**src/rtl/kbd_pkg.sv**
```systemverilog
// kbd_pkg: shared receiver state encoding and scan-code constants
package kbd_pkg;
  typedef enum logic [1:0] {ST_IDLE, ST_GAP, ST_DATA, ST_STOP} kbd_state_e;
  localparam int KBD_FRAME_BITS = 8;
  localparam logic [7:0] KBD_OVERRUN_CODE = 8'hFF;
  localparam logic [7:0] KBD_EMPTY_CODE = 8'h00;
endpackage

```
**src/rtl/kbd_scan_ctrl_if.sv**
```systemverilog
// kbd_scan_ctrl_if: serial line, host handshake and status bundle
//   master: intel8042/host side (drives KBD_DATA, KBD_CLEAR, HOST_ACK)
//   slave : kbd_scan_ctrl side (drives HOST_DATA, IRQ1, KBD_HOLD, OVERRUN, FRAME_ERR)
interface kbd_scan_ctrl_if;
  logic       KBD_DATA;
  logic       KBD_CLEAR;
  logic       HOST_ACK;
  logic [7:0] HOST_DATA;
  logic       IRQ1;
  logic       KBD_HOLD;
  logic       OVERRUN;
  logic       FRAME_ERR;
  modport master (output KBD_DATA, KBD_CLEAR, HOST_ACK,
                  input  HOST_DATA, IRQ1, KBD_HOLD, OVERRUN, FRAME_ERR);
  modport slave  (input  KBD_DATA, KBD_CLEAR, HOST_ACK,
                  output HOST_DATA, IRQ1, KBD_HOLD, OVERRUN, FRAME_ERR);
endinterface

```
**src/rtl/kbd_scan_fifo.sv**
```systemverilog
// kbd_scan_fifo: sync FIFO with registered head output
//   clk/rst_n : clock, async active-low reset
//   i_clr     : synchronous flush
//   i_push/i_pop/i_data : write and read strobes, write data
//   i_ovr     : while full, overwrite the newest entry with i_data
//   o_head    : registered head, empty code when empty; o_full/o_empty status
module kbd_scan_fifo import kbd_pkg::*; #(
  parameter int DEPTH = 4,
  parameter int W = KBD_FRAME_BITS
) (
  input  logic         clk,
  input  logic         rst_n,
  input  logic         i_clr,
  input  logic         i_push,
  input  logic         i_pop,
  input  logic         i_ovr,
  input  logic [W-1:0] i_data,
  output logic [W-1:0] o_head,
  output logic         o_full,
  output logic         o_empty
);
  localparam int AW = $clog2(DEPTH);
  localparam int PW = AW + 1;
  logic [W-1:0]  r_mem [DEPTH];
  logic [W-1:0]  r_head;
  logic [PW-1:0] r_wr, r_rd, w_wr_n, w_rd_n;
  logic [AW-1:0] w_last;
  logic          w_do_push, w_do_pop;
  assign o_empty   = r_wr == r_rd;
  assign o_full    = r_wr == (r_rd ^ PW'(DEPTH));
  assign w_do_pop  = i_pop & ~o_empty;
  assign w_do_push = i_push & (~o_full | w_do_pop);
  assign w_wr_n    = r_wr + PW'(w_do_push);
  assign w_rd_n    = r_rd + PW'(w_do_pop);
  assign w_last    = r_wr[AW-1:0] - AW'(1);
  assign o_head    = r_head;
  // head is recomputed from next-state pointers so a push into an empty FIFO is visible at once
  always_ff @(posedge clk or negedge rst_n)
    if (!rst_n) begin
      r_wr   <= '0;
      r_rd   <= '0;
      r_head <= W'(KBD_EMPTY_CODE);
    end else if (i_clr) begin
      r_wr   <= '0;
      r_rd   <= '0;
      r_head <= W'(KBD_EMPTY_CODE);
    end else begin
      r_wr   <= w_wr_n;
      r_rd   <= w_rd_n;
      r_head <= (w_wr_n == w_rd_n) ? W'(KBD_EMPTY_CODE) :
                (w_do_push && r_wr[AW-1:0] == w_rd_n[AW-1:0]) ? i_data : r_mem[w_rd_n[AW-1:0]];
    end
  always_ff @(posedge clk)
    if (!i_clr && w_do_push) r_mem[r_wr[AW-1:0]] <= i_data;
    else if (!i_clr && i_ovr && o_full) r_mem[w_last] <= i_data;
endmodule

```
**src/rtl/kbd_scan_ctrl.sv**
```systemverilog
// kbd_scan_ctrl: intel8042 scan-code deserializer with host FIFO, IRQ1 and backpressure
//   KBD_CLK/KBD_RESET_N : clock, async active-low reset
//   bus (slave)         : KBD_DATA, KBD_CLEAR, HOST_ACK in; HOST_DATA, IRQ1, KBD_HOLD, OVERRUN, FRAME_ERR out
//   KBD_OVERRUN_CODE_EN : when defined, overflow replaces the newest entry with the 8042 overrun code
module kbd_scan_ctrl import kbd_pkg::*; #(
  parameter int DEPTH = 4,
  parameter int BIT0_OFFSET = 2
) (
  input logic KBD_CLK,
  input logic KBD_RESET_N,
  kbd_scan_ctrl_if.slave bus
);
  localparam int GW = $clog2(BIT0_OFFSET + 1);
  kbd_state_e                r_state;
  logic [GW-1:0]             r_gap;
  logic [2:0]                r_idx;
  logic [KBD_FRAME_BITS-1:0] r_byte;
  logic                      r_commit, r_ovr, r_ferr;
  logic                      w_pop, w_full, w_empty, w_overflow, w_ovr_wr;
  logic [KBD_FRAME_BITS-1:0] w_fifo_data, w_head;
  assign w_pop      = bus.HOST_ACK & ~bus.KBD_CLEAR;
  assign w_overflow = r_commit & w_full & ~w_pop;
`ifdef KBD_OVERRUN_CODE_EN
  assign w_ovr_wr    = w_overflow;
  assign w_fifo_data = w_overflow ? KBD_OVERRUN_CODE : r_byte;
`else
  assign w_ovr_wr    = 1'b0;
  assign w_fifo_data = r_byte;
`endif
  kbd_scan_fifo #(.DEPTH(DEPTH), .W(KBD_FRAME_BITS)) u_fifo (
    .clk(KBD_CLK), .rst_n(KBD_RESET_N), .i_clr(bus.KBD_CLEAR), .i_push(r_commit),
    .i_pop(w_pop), .i_ovr(w_ovr_wr), .i_data(w_fifo_data), .o_head(w_head),
    .o_full(w_full), .o_empty(w_empty)
  );
  assign bus.HOST_DATA = w_head;
  assign bus.IRQ1      = ~w_empty & ~bus.KBD_CLEAR;
  assign bus.KBD_HOLD  = w_full | bus.KBD_CLEAR;
  assign bus.OVERRUN   = r_ovr;
  assign bus.FRAME_ERR = r_ferr;
  // gap counter is preloaded so bit 0 lands exactly BIT0_OFFSET edges after the start-bit edge;
  // a completed byte is pushed one edge after the stop slot via r_commit
  always_ff @(posedge KBD_CLK or negedge KBD_RESET_N)
    if (!KBD_RESET_N) begin
      r_state  <= ST_IDLE;
      r_gap    <= '0;
      r_idx    <= '0;
      r_byte   <= '0;
      r_commit <= 1'b0;
      r_ovr    <= 1'b0;
      r_ferr   <= 1'b0;
    end else if (bus.KBD_CLEAR) begin
      r_state  <= ST_IDLE;
      r_commit <= 1'b0;
      r_ovr    <= 1'b0;
      r_ferr   <= 1'b0;
    end else begin
      r_commit <= 1'b0;
      if (w_overflow) r_ovr <= 1'b1;
      case (r_state)
        ST_IDLE: if (!bus.KBD_DATA) begin
          r_state <= (BIT0_OFFSET == 1) ? ST_DATA : ST_GAP;
          r_gap   <= GW'(BIT0_OFFSET - 2);
          r_idx   <= '0;
        end
        ST_GAP: if (r_gap == '0) r_state <= ST_DATA;
                else r_gap <= r_gap - GW'(1);
        ST_DATA: begin
          r_byte[r_idx] <= bus.KBD_DATA;
          r_idx         <= r_idx + 3'd1;
          if (r_idx == 3'(KBD_FRAME_BITS - 1)) r_state <= ST_STOP;
        end
        ST_STOP: begin
          r_state <= ST_IDLE;
          if (bus.KBD_DATA) r_commit <= 1'b1;
          else r_ferr <= 1'b1;
        end
        default: r_state <= ST_IDLE;
      endcase
    end
endmodule

```
**src/flat_wrapper.sv**
```systemverilog
// flat-port wrapper written by rule: the top's interface ports become plain ports
module kbd_scan_ctrl_flat import kbd_pkg::*;
#(
  parameter int DEPTH = 4,
  parameter int BIT0_OFFSET = 2
)
  (KBD_CLK, KBD_RESET_N, bus_KBD_DATA, bus_KBD_CLEAR, bus_HOST_ACK, bus_HOST_DATA, bus_IRQ1, bus_KBD_HOLD, bus_OVERRUN, bus_FRAME_ERR);
  kbd_scan_ctrl_if bus_i ();
  input logic KBD_CLK;
  input logic KBD_RESET_N;
  input wire logic [$bits(bus_i.KBD_DATA)-1:0] bus_KBD_DATA;
  input wire logic [$bits(bus_i.KBD_CLEAR)-1:0] bus_KBD_CLEAR;
  input wire logic [$bits(bus_i.HOST_ACK)-1:0] bus_HOST_ACK;
  output wire logic [$bits(bus_i.HOST_DATA)-1:0] bus_HOST_DATA;
  output wire logic [$bits(bus_i.IRQ1)-1:0] bus_IRQ1;
  output wire logic [$bits(bus_i.KBD_HOLD)-1:0] bus_KBD_HOLD;
  output wire logic [$bits(bus_i.OVERRUN)-1:0] bus_OVERRUN;
  output wire logic [$bits(bus_i.FRAME_ERR)-1:0] bus_FRAME_ERR;
  assign bus_i.KBD_DATA = bus_KBD_DATA;
  assign bus_i.KBD_CLEAR = bus_KBD_CLEAR;
  assign bus_i.HOST_ACK = bus_HOST_ACK;
  assign bus_HOST_DATA = bus_i.HOST_DATA;
  assign bus_IRQ1 = bus_i.IRQ1;
  assign bus_KBD_HOLD = bus_i.KBD_HOLD;
  assign bus_OVERRUN = bus_i.OVERRUN;
  assign bus_FRAME_ERR = bus_i.FRAME_ERR;
  kbd_scan_ctrl #(.DEPTH(DEPTH), .BIT0_OFFSET(BIT0_OFFSET)) u_core (.KBD_CLK(KBD_CLK), .KBD_RESET_N(KBD_RESET_N), .bus(bus_i));
endmodule
```
**config.mk**
```make
export PLATFORM = sky130hd
export DESIGN_NAME = kbd_scan_ctrl_flat
export DESIGN_NICKNAME = d
export VERILOG_FILES = /design/src/rtl/kbd_pkg.sv /design/src/rtl/kbd_scan_ctrl_if.sv /design/src/rtl/kbd_scan_fifo.sv /design/src/rtl/kbd_scan_ctrl.sv /design/src/flat_wrapper.sv
export SDC_FILE = /design/constraint.sdc
export NUM_CORES = 1
export LEC_CHECK = 0
export BUFFER_PORTS_ARGS = -buffer_cell sky130_fd_sc_hd__buf_2
export CORE_MARGIN = 3
export CORE_UTILIZATION = 45
export CTS_CLUSTER_DIAMETER = 80
export DETAILED_ROUTE_END_ITERATION = 16
export GPL_ROUTABILITY_DRIVEN = 0
export SYNTH_ARGS = -nofsm -noshare
export SYNTH_HDL_FRONTEND = slang
export SYNTH_HIERARCHICAL = 1
export SYNTH_SLANG_ARGS = --single-unit
```
**constraint.sdc**
```tcl
create_clock -name KBD_CLK -period 4.3 [get_ports KBD_CLK]
set_clock_uncertainty 0.1 [all_clocks]
set_input_delay 0.86 -clock KBD_CLK [delete_from_list [all_inputs] [get_ports KBD_CLK]]
set_output_delay 0.86 -clock KBD_CLK [all_outputs]
set_load 0.02 [all_outputs]
```
**Word-level counts from Yosys, hierarchy flattened**

Memories as Yosys holds them, arrays and structs flattened.
Index checks and enable logic that the tools add are counted.

- Bits in registers: 32
- Bits in writable memories: 32
- Output and inout port bits: 12
- Memories kept: 1

- $add $sub $neg: 4
- Magnitude comparators: 2
- Eq/ne operators: 14
- Mux-type cells: 28
- Bitwise logic cells: 13
- Reductions and logical operators: 15

Memory list:

| name | words | bits a word | read ports | clocked after Yosys merged registers in | write ports | RTL line | source |
|---|---|---|---|---|---|---|---|
| u_core.u_fifo.r_mem | 4 | 8 | 1 | 0 | 1 | kbd_scan_fifo.sv:24 | `logic [W-1:0] r_mem [DEPTH];` |

Operators by type and width:

| cell | count |
|---|---|
| $mux 8 | 3 |
| $mux 2 | 6 |
| $mux 1 | 11 |
| $eq 3x3->1 | 3 |
| $mux 3 | 3 |
| $bwmux 8 | 1 |
| $pmux 2 s4 | 1 |
| $reduce_bool 2->1 | 4 |
| $add 3x1->3 | 2 |
| $and 1x1->1 | 6 |
| $ne 3x2->1 const B | 2 |
| $pmux 3 s2 | 1 |
| $reduce_and 3->1 | 2 |
| $not 1->1 | 5 |
| $eq 2x2->1 const B | 2 |
| $logic_not 2->1 | 2 |
| $lt 3x4->1 const B | 1 |
| $ne 2x2->1 const B | 2 |
| $pmux 2 s2 | 1 |
| $reduce_and 2->1 | 2 |
| $reduce_and 4->1 | 1 |
| $add 3x1->3 const B | 1 |
| $demux 1 s3 | 1 |
| $eq 3x3->1 const B | 1 |
| 9 further kinds | 12 |

**Depth between registers and ports, before layout**

Gate-level depths: netlist (run 1).

- Depth in word-level cells: 9
- Depth in mapped cells: 12
- Mapped depth without buffers: 10

**By module**

The synthesis (run 1) kept the hierarchy.

Modules (own cells, without submodules):

| module | times used | cells an instance | area an instance (um^2) |
|---|---|---|---|
| kbd_scan_fifo | 1 | 128 | 1,976.9 |
| kbd_scan_ctrl | 1 | 87 | 969.7 |

**Least setup slack after synthesis (run 1)**

No wires, ideal clock.

- Kind: input port to flip-flop
- From: in bus_KBD_CLEAR
- To: reg u_core.u_fifo.r_head[0], in the netlist u_core/u_fifo/o_head[0]
- Setup time: 123 ps
- Arrival: 2,756 ps
- Data required time: 4,077 ps
- Path slack: 1,321 ps
- Cell stages on the path: 11
- Path buffers: 2
- Cells stage by stage: clkbuf_1 -> nor2_1 -> o41ai_2 -> buf_4 -> inv_2 -> ha_1 -> ha_1 -> xnor2_1 -> xnor2_1 -> a31o_2 -> a21oi_1

- Cells in the longest elaborated chain, start to end: 9
- Elaborated cells between the ends (all ways): 14

Ends and longest elaborated chain:

| element | RTL line | source |
|---|---|---|
| start, declared | flat_wrapper.sv:12 | `input wire logic [$bits(bus_i.KBD_CLEAR)-1:0] bus_KBD_CLEAR;` |
| $not 1->1 (no line) * | n/a |  |
| $and 1x1->1 * | kbd_scan_ctrl.sv:21 | `assign w_pop = bus.HOST_ACK & ~bus.KBD_CLEAR;` |
| via u_core.w_pop | kbd_scan_ctrl.sv:19 | `logic w_pop, w_full, w_empty, w_overflow, w_ovr_wr;` |
| $and 1x1->1 * | kbd_scan_fifo.sv:31 | `assign w_do_pop = i_pop & ~o_empty;` |
| $or 1x1->1 or $add 3x1->3 (tied branches) | kbd_scan_fifo.sv:32, kbd_scan_fifo.sv:34 |  |
| $and 1x1->1 or $eq 2x2->1 (tied branches) | kbd_scan_fifo.sv:32, kbd_scan_fifo.sv:51 |  |
| $add 3x1->3 or $logic_and 1x1->1 (tied branches) | kbd_scan_fifo.sv:33, kbd_scan_fifo.sv:51 |  |
| $eq 3x3->1 or $mux 8 (tied branches) | kbd_scan_fifo.sv:50, kbd_scan_fifo.sv:51 |  |
| $mux 8 * | kbd_scan_fifo.sv:50 | `r_head <= (w_wr_n == w_rd_n) ? W'(KBD_EMPTY_CODE) :` |
| $mux 8 * | kbd_scan_fifo.sv:43 | `end else if (i_clr) begin` |
| end signal, assigned | kbd_scan_fifo.sv:42 | `r_head <= W'(KBD_EMPTY_CODE);` |
| end signal, assigned | kbd_scan_fifo.sv:46 | `r_head <= W'(KBD_EMPTY_CODE);` |
| end signal, assigned | kbd_scan_fifo.sv:50 |  |
| end, declared | kbd_scan_fifo.sv:25 | `logic [W-1:0] r_head;` |

The timed path passes the listed nets; every way through them passes the cells marked *.
A chain may end at the register's enable or synchronous reset.

**Worst setup path after layout (run 1)**

- From: in bus_HOST_ACK
- To: reg u_core.u_fifo.r_head[3], in the netlist u_core/u_fifo/o_head[3]

- Cells in the longest elaborated chain, start to end: 8
- Elaborated cells between the ends (all ways): 13

Ends and longest elaborated chain:

| element | RTL line | source |
|---|---|---|
| start, declared | flat_wrapper.sv:13 | `input wire logic [$bits(bus_i.HOST_ACK)-1:0] bus_HOST_ACK;` |
| $and 1x1->1 * | kbd_scan_ctrl.sv:21 |  |
| via u_core.w_pop | kbd_scan_ctrl.sv:19 |  |
| $and 1x1->1 * | kbd_scan_fifo.sv:31 |  |
| $or 1x1->1 or $add 3x1->3 (tied branches) | kbd_scan_fifo.sv:32, kbd_scan_fifo.sv:34 |  |
| $and 1x1->1 or $eq 2x2->1 (tied branches) | kbd_scan_fifo.sv:32, kbd_scan_fifo.sv:51 |  |
| $add 3x1->3 or $logic_and 1x1->1 (tied branches) | kbd_scan_fifo.sv:33, kbd_scan_fifo.sv:51 |  |
| $eq 3x3->1 or $mux 8 (tied branches) | kbd_scan_fifo.sv:50, kbd_scan_fifo.sv:51 |  |
| $mux 8 * | kbd_scan_fifo.sv:50 |  |
| $mux 8 * | kbd_scan_fifo.sv:43 |  |

Marked as above.

==> results.sh, run 1 <==
export IMPL_status="finished, final reports clean"
export IMPL_internal_power_w=0.00113
export IMPL_path_class="primary input to flip-flop"
export IMPL_fillCellCount=518
export IMPL_coreArea_um2=6130
export IMPL_grt_pass1_vias=1713
export IMPL_die_w_um=86.9
export IMPL_num_antenna_cells=0
export IMPL_htreeDepth=3
export IMPL_max_freq_mhz=319
export IMPL_post_cts_resized=0
export IMPL_num_io_pins=17
export IMPL_synth_top_area_share_pct=32.6
export IMPL_yosys_area_share_simple_pct=9.89
export IMPL_cp_start_kind="primary input"
export IMPL_cts_inserted_buffers=9
export IMPL_final_cells=315
export IMPL_crit_slowest_cell="o41ai_2"
export IMPL_grt_setup_unrepaired="no"
export IMPL_row_count=28
export IMPL_fin_tns_setup_ps=0
export IMPL_worstSkewPairLatency_ps=330
export IMPL_leakagePower_nw=1.38
export IMPL_synth_edff_count=32
export IMPL_postCtsSetupBuffers=0
export IMPL_grt_antenna_before_repair=0
export IMPL_ys_seq_area_share_pct=59.8
export IMPL_yosys_area_share_adder_pct=5.10
export IMPL_reg2reg_to="u_core/u_fifo/o_head[3]$_DFF_PN0_"
export IMPL_clk_pin_slew_ps=70
export IMPL_num_nets_final=252
export IMPL_wl_per_cell_um=16.5
export IMPL_slew_violations=0
export IMPL_power_density_nw_per_um2=444
export IMPL_syn_area_um2=2950
export IMPL_routed_via_density=5.49
export IMPL_grtUsageTotal_pct=15.5
export IMPL_synth_compound_area_share_pct=8.20
export IMPL_critPathMaxFanout=11
export IMPL_startpoint="bus_HOST_ACK"
export IMPL_fin_crit_sh_pct=72.9
export IMPL_r2r_start="u_core/u_fifo/r_wr[1]$_DFF_PN0_"
export IMPL_cts_path_max_buffers=2
export IMPL_slew_headroom_pct=41.2
export IMPL_irDropWorstVdd_mv=0.273
export IMPL_numPlacedInstances=299
export IMPL_fin_crit_ps=3130
export IMPL_route_detailed_drc=0
export IMPL_die_area_um2=7560
export IMPL_grt_pass1_wl_um=8770
export IMPL_start_util_pct=48.1
export IMPL_syn_nets=232
export IMPL_firstDrtPassIters=4
export IMPL_reg2reg_depth=9
export IMPL_clockPowerShare_pct=41.1
export IMPL_portBuffers=16
export IMPL_hold_viol_final=0
export IMPL_synth_cell_type_count=45
export IMPL_ys_flop_type="edfxtp_1"
export IMPL_async_reset_ff_share_pct=50.0
export IMPL_cts_sinks=64
export IMPL_synth_mux_area_share_pct=9.85
export IMPL_overflow=0
export IMPL_areaGrowthSynthToFinish_pct=12.9
export IMPL_synth_area_per_cell_um2=13.7
export IMPL_dpl_hpwl_um=3600
export IMPL_tritoncts="built"
export IMPL_hp_class="flip-flop to flip-flop"
export IMPL_p_total_w=0.00148
export IMPL_crit_end="u_core/u_fifo/o_head[3]$_DFF_PN0_"
export IMPL_crit_path_end_kind="flip-flop"
export IMPL_ys_warn_count=6
export IMPL_synth_common_cells="dfrtp_1 (32), edfxtp_1 (32), ha_1 (12), o21ai_0 (12), nor2_1 (11)"
export IMPL_synth_xor_area_share_pct=3.86
export IMPL_yosysTopAreaCell="edfxtp_1"
export IMPL_synth_area_leaders="edfxtp_1 (33%), dfrtp_1 (27%), mux4_2 (6.1%)"
export IMPL_drv_cap=0
export IMPL_cpPeakStageDelay_ps=820
export IMPL_crit_arrival_ps=3280
export IMPL_rrSetupSlack_ps=1210
export IMPL_ctsHoldBuffers=0
export IMPL_worst_pin_slew_ps=873
export IMPL_synth_top_family_by_area="simple AND/OR/NAND/NOR gates"
export IMPL_syn_inst=215
export IMPL_drt_first_iter_violations=79
export IMPL_ant_nets=0
export IMPL_clockRootBuffer="clkbuf_8"
export IMPL_vias=1728
export IMPL_grt_max_degree=33
export IMPL_sw_frac_of_total_pct=23.8
export IMPL_critPathRequiredTime_ps=4450
export IMPL_drive_gt1_share_pct=22.9
export IMPL_switchingPower_w=0.000352
export IMPL_comb_power_share_pct=10.3
export IMPL_wirelength_um=5200
export IMPL_seq_power_share_pct=48.6
export IMPL_ys_ff_latch=64
export IMPL_die_h_um=86.9
export IMPL_setup_violations_final=0
export IMPL_path_cells="buf_2, inv_1, nor2_1, o41ai_2, inv_2, ha_1, ha_1, xnor2_1, xnor2_1, a31o_2, a21oi_1"
## area by class of cell
class / count / area (µm²) / share of cell area, %
inverter: 9 / 33.8 / 1.02
timing repair buffer: 20 / 110 / 3.31
clock inverter: 6 / 108 / 3.24
clock buffer: 10 / 128 / 3.84
multi-input combinational: 131 / 1090 / 32.8
sequential: 64 / 1760 / 53.0
tap: 75 / 93.8 / 2.82
## how the worst min path moves through the flow
stage | from | to | slack [ps] | cells after the start
floorplan | u_core/r_gap[1]$_DFFE_PN0P_ | u_core/r_gap[1]$_DFFE_PN0P_ | 390 | 1
global placement | u_core/bus.FRAME_ERR$_DFFE_PN0P_ | u_core/bus.FRAME_ERR$_DFFE_PN0P_ | 370 | 2
detailed placement | u_core/bus.OVERRUN$_DFFE_PN0P_ | u_core/bus.OVERRUN$_DFFE_PN0P_ | 390 | 2
CTS | u_core/bus.OVERRUN$_DFFE_PN0P_ | u_core/bus.OVERRUN$_DFFE_PN0P_ | 410 | 2
global route | u_core/bus.OVERRUN$_DFFE_PN0P_ | u_core/bus.OVERRUN$_DFFE_PN0P_ | 430 | 2
finish | u_core/bus.OVERRUN$_DFFE_PN0P_ | u_core/bus.OVERRUN$_DFFE_PN0P_ | 410 | 2
## metal layers
metal	up-vias	routed length (µm)	GRT usage (%)
li1	827	-	-
met1	849	2520	21.1
met2	47	2420	23.7
met3	5	235	5.11
met4	0	22	4.82
met5	-	0	0
## stage by stage
step | util (%) | cell area, µm² | setup WS [ps] | hold WS, ps
2_1_floorplan | - | 2950 | 1320 | 389
3_3_place_gp | 50.4 | 3090 | 928 | 374
3_5_place_dp | 50.4 | 3090 | 813 | 394
4_1_cts | 54.2 | 3330 | 1160 | 409
5_1_grt | 54.2 | 3330 | 926 | 431
6_report | 54.2 | 3330 | 1170 | 405
## cell families (layout without fill, tap and decap cells)
logic type | count (synthesis) | count (layout)
compound gates | 36 | 36
mux | 18 | 18
fa+ha+maj | 12 | 12
simple gates | 51 | 51
buf+inv | 20 | 45
flops | 64 | 64
other cells | 1 | 1
xor+xnor | 13 | 13
## registers in the layout (all words and copies together), names as in the netlist, 2 cells and up
register / flops
u_core/r_idx: 3
u_core/u_fifo/o_head: 8
u_core/u_fifo/r_wr: 3
u_core/r_state: 2
u_core/u_fifo/r_mem: 32
u_core/r_gap: 2
u_core/u_fifo/r_rd: 3
u_core/r_byte: 8
## critical path, delay by kind of cell
family | cells | cell delay (ps)
xor+xnor | 2 | 300
fa+ha+maj | 2 | 430
compound gates | 3 | 1250
buf+inv | 3 | 360
simple gates | 1 | 60
## cell usage in the layout (no fill, tap or decap), types with 2 or more instances in the layout
master / netlist / routed
o31ai_1: 2 / 2
buf_4: 1 / 4
mux4_2: 8 / 8
a32o_1: 2 / 2
buf_2: 6 / 16
a22o_1: 3 / 3
mux2i_1: 2 / 2
inv_1: 8 / 8
xor2_1: 3 / 3
bufinv_16: 0 / 3
nor2b_1: 5 / 5
mux2_1: 3 / 3
mux2_2: 5 / 5
a21oi_1: 9 / 9
o21ai_0: 12 / 12
nand2_1: 5 / 5
clkinv_2: 0 / 2
nand3_1: 9 / 9
xnor2_1: 10 / 10
nor2_1: 11 / 11
edfxtp_1: 32 / 32
or2_2: 2 / 2
and3_1: 2 / 2
nor3b_1: 3 / 3
ha_1: 12 / 12
nand2b_1: 4 / 4
nor3_1: 2 / 2
nand3b_1: 3 / 3
clkbuf_8: 0 / 9
dfrtp_1: 32 / 32
## power groups by stage
stage	clock network (W)	logic (W)	registers, W
final	0.000608	0.000152	0.000718
after global routing	0.000647	0.000174	0.000724
after CTS	0.000619	0.000154	0.000718
after detailed placement	0	0.000154	0.000731
after global placement	0	0.000152	0.000730
after floorplan	0	0.000116	0.000718
(Power assumes the default switching activity.)
==> inputs of run 2 (changes only) <==
- ABC_AREA: default -> 1
- clock period: 4.3 -> 3.1 ns (I/O delays scaled with it)
==> results.sh, run 2 <==
export IMPL_power_density_nw_per_um2=542
export IMPL_path_cells="inv_2, nand2_1, nand2_2, nor2_4, inv_1, o21ai_1, inv_1, ha_1, ha_1, inv_2, nand2_1, nand4_1, inv_1, nand2_1, nor2_1, nor2_1, buf_4, o21ai_1, nor2_1"
export IMPL_critPathMaxFanout=10
export IMPL_critical_path_top_delay_family="simple AND/OR/NAND/NOR gates"
export IMPL_clk_pin_slew_ps=70
export IMPL_synth_area_leaders="edfxtp_1 (30%), dfrtp_1 (25%), nand2_1 (11%)"
export IMPL_r2r_start="u_core/u_fifo/r_wr[0]$_DFF_PN0_"
export IMPL_cts_path_max_buffers=2
export IMPL_fillCellCount=598
export IMPL_drt_first_iter_violations=106
export IMPL_drv_cap=0
export IMPL_synth_area_per_cell_um2=9.63
export IMPL_post_cts_resized=0
export IMPL_wl_per_cell_um=13.4
export IMPL_fin_crit_sh_pct=84.7
export IMPL_cp_start_kind="flip-flop"
export IMPL_slew_headroom_pct=48.1
export IMPL_final_util_pct=53.9
export IMPL_worst_pin_slew_ps=778
export IMPL_grt_max_degree=33
export IMPL_clockRootBuffer="clkbuf_8"
export IMPL_yosysMostFrequentCell="nand2_1"
export IMPL_max_freq_mhz=381
export IMPL_firstDrtPassIters=4
export IMPL_fin_tns_setup_ps=0
export IMPL_critPathBufInv=6
export IMPL_vias=2201
export IMPL_critPathRequiredTime_ps=3240
export IMPL_cts_inserted_buffers=9
export IMPL_num_antenna_cells=0
export IMPL_num_io_pins=17
export IMPL_row_count=29
export IMPL_crit_end="u_core/u_fifo/o_head[1]$_DFF_PN0_"
export IMPL_largest_reg_flops=32
export IMPL_layout_commonest_cell="nand2_1"
export IMPL_synth_common_cells="nand2_1 (90), nor2_1 (41), inv_1 (37)"
export IMPL_crit_path_end_kind="flip-flop"
export IMPL_cpPeakStageDelay_ps=490
export IMPL_hold_viol_final=0
export IMPL_async_reset_ff_share_pct=50.0
export IMPL_die_area_um2=8080
export IMPL_hp_class="primary input to async pin"
export IMPL_fin_crit_ps=2630
export IMPL_ys_ff_latch=64
export IMPL_htreeDepth=3
export IMPL_routed_via_density=4.84
export IMPL_crit_slowest_cell="dfrtp_1"
export IMPL_tritoncts="built"
export IMPL_drive_gt1_share_pct=17.7
export IMPL_dpl_hpwl_um=4230
export IMPL_synth_cell_type_count=34
export IMPL_grt_pass1_vias=2031
export IMPL_areaGrowthSynthToFinish_pct=11.7
export IMPL_irDropWorstVdd_mv=0.335
export IMPL_synth_edff_count=32
export IMPL_route_detailed_drc=0
export IMPL_grtUsageTotal_pct=16.0
export IMPL_mostFrequentLayoutCells="nand2_1 (90), nor2_1 (41), inv_1 (37)"
export IMPL_timing_hold_ws_ps=258
export IMPL_grt_antenna_before_repair=0
export IMPL_portBuffers=16
export IMPL_wirelength_um=6110
export IMPL_top_register="u_core/u_fifo/r_mem"
export IMPL_cts_sinks=64
export IMPL_ant_nets=0
export IMPL_pre_cts_slack_ps=407
export IMPL_overflow=0
export IMPL_syn_area_um2=3170
export IMPL_yosysTopAreaCell="edfxtp_1"
export IMPL_die_w_um=89.9
export IMPL_postCtsSetupBuffers=0
export IMPL_num_nets_final=374
export IMPL_grt_pass1_wl_um=9980
export IMPL_reg2reg_to="u_core/u_fifo/o_head[1]$_DFF_PN0_"
export IMPL_synth_top_area_share_pct=30.3
export IMPL_status="finished, final reports clean"
export IMPL_ys_warn_count=6
export IMPL_die_h_um=89.9
export IMPL_setup_violations_final=0
export IMPL_grt_setup_unrepaired="no"
export IMPL_path_depth=19
export IMPL_start_util_pct=48.2
export IMPL_reg2reg_depth=19
export IMPL_path_class="flip-flop to flip-flop"
export IMPL_setup_ws_ps=473
export IMPL_ys_seq_area_share_pct=55.6
export IMPL_leakagePower_nw=1.67
export IMPL_coreArea_um2=6570
export IMPL_rrSetupSlack_ps=470
export IMPL_startpoint="u_core/u_fifo/r_wr[0]$_DFF_PN0_"
export IMPL_syn_nets=346
export IMPL_ctsHoldBuffers=0
export IMPL_crit_arrival_ps=2770
export IMPL_ys_flop_type="edfxtp_1"
export IMPL_syn_inst=329
export IMPL_worstSkewPairLatency_ps=340
export IMPL_slew_violations=0
-- run 2: logic make-up after synthesis --
group | after synthesis | share of synthesized area, %
and+or+nand+nor | 160 | 23.2
xor gates and xnor gates | 4 | 1.11
adders and majority gates | 12 | 4.74
DFF | 64 | 55.6
buffers and inverters | 50 | 7.35
other | 1 | 0.118
AOI/OAI and AO/OA | 38 | 7.90
-- run 2: worst min path at each step --
stage	startpoint	end	cells past startpoint
after floorplan	KBD_RESET_N	u_core/bus.FRAME_ERR$_DFFE_PN0P_	0
after global placement	u_core/r_gap[0]$_DFFE_PN0P_	u_core/r_gap[0]$_DFFE_PN0P_	2
after detailed placement	u_core/r_gap[0]$_DFFE_PN0P_	u_core/r_gap[0]$_DFFE_PN0P_	2
after CTS	KBD_RESET_N	u_core/u_fifo/o_head[2]$_DFF_PN0_	1
after global routing	KBD_RESET_N	u_core/u_fifo/o_head[2]$_DFF_PN0_	1
final	KBD_RESET_N	u_core/u_fifo/r_rd[1]$_DFF_PN0_	1
-- run 2: report_power, final --
| group | leakage (nW) | switching, W | internal, W | total, W |
|---|---|---|---|---|
| combinational | 0.828 | 0.000177 | 0.000100 | 0.000277 |
| clock | 0.0899 | 0.000304 | 0.000307 | 0.000610 |
| sequential | 0.757 | 0.0000697 | 0.000961 | 0.00103 |
| total | 1.67 | 0.000550 | 0.00137 | 0.00192 |
-- run 2: through the flow --
stage          instances  power (W)  instance area, µm²
6_report             455    0.00192                3540
5_1_grt              455    0.00203                3540
4_1_cts              455    0.00195                3540
3_5_place_dp         439    0.00133                3370
3_3_place_gp         439    0.00132                3370
2_1_floorplan        329    0.00124                3170
-- run 2: cell type report --
type                       instances  area, µm²  share of cell area (%)
clock buffer                      12        145                    4.10
multi-input combinational        215       1170                    33.2
timing repair buffer              24        140                    3.96
sequential                        64       1760                    49.8
clock inverter                     4       20.0                   0.566
tap                               93        116                    3.29
inverter                          43        180                    5.09
-- run 2: worst register-to-register path, stage by stage (launching register included) --
cell	delay [ps]
dfrtp_1	490
inv_2	100
nand2_1	80
nand2_2	70
nor2_4	100
inv_1	60
o21ai_1	120
inv_1	50
ha_1	170
ha_1	320
inv_2	160
nand2_1	70
nand4_1	70
inv_1	40
nand2_1	40
nor2_1	30
nor2_1	80
buf_4	150
o21ai_1	70
nor2_1	150
-- run 2: metal layers --
layer / track usage, % / vias to the layer above / share of wire, % / wire (µm)
met2: 25.1 / 38 / 47 / 2850
met1: 21.1 / 1031 / 48 / 2910
met4: 5.87 / 0 / 1.3 / 80
li1: - / 1124 / - / -
met5: 0 / - / 0 / 0
met3: 4.67 / 8 / 4.4 / 267
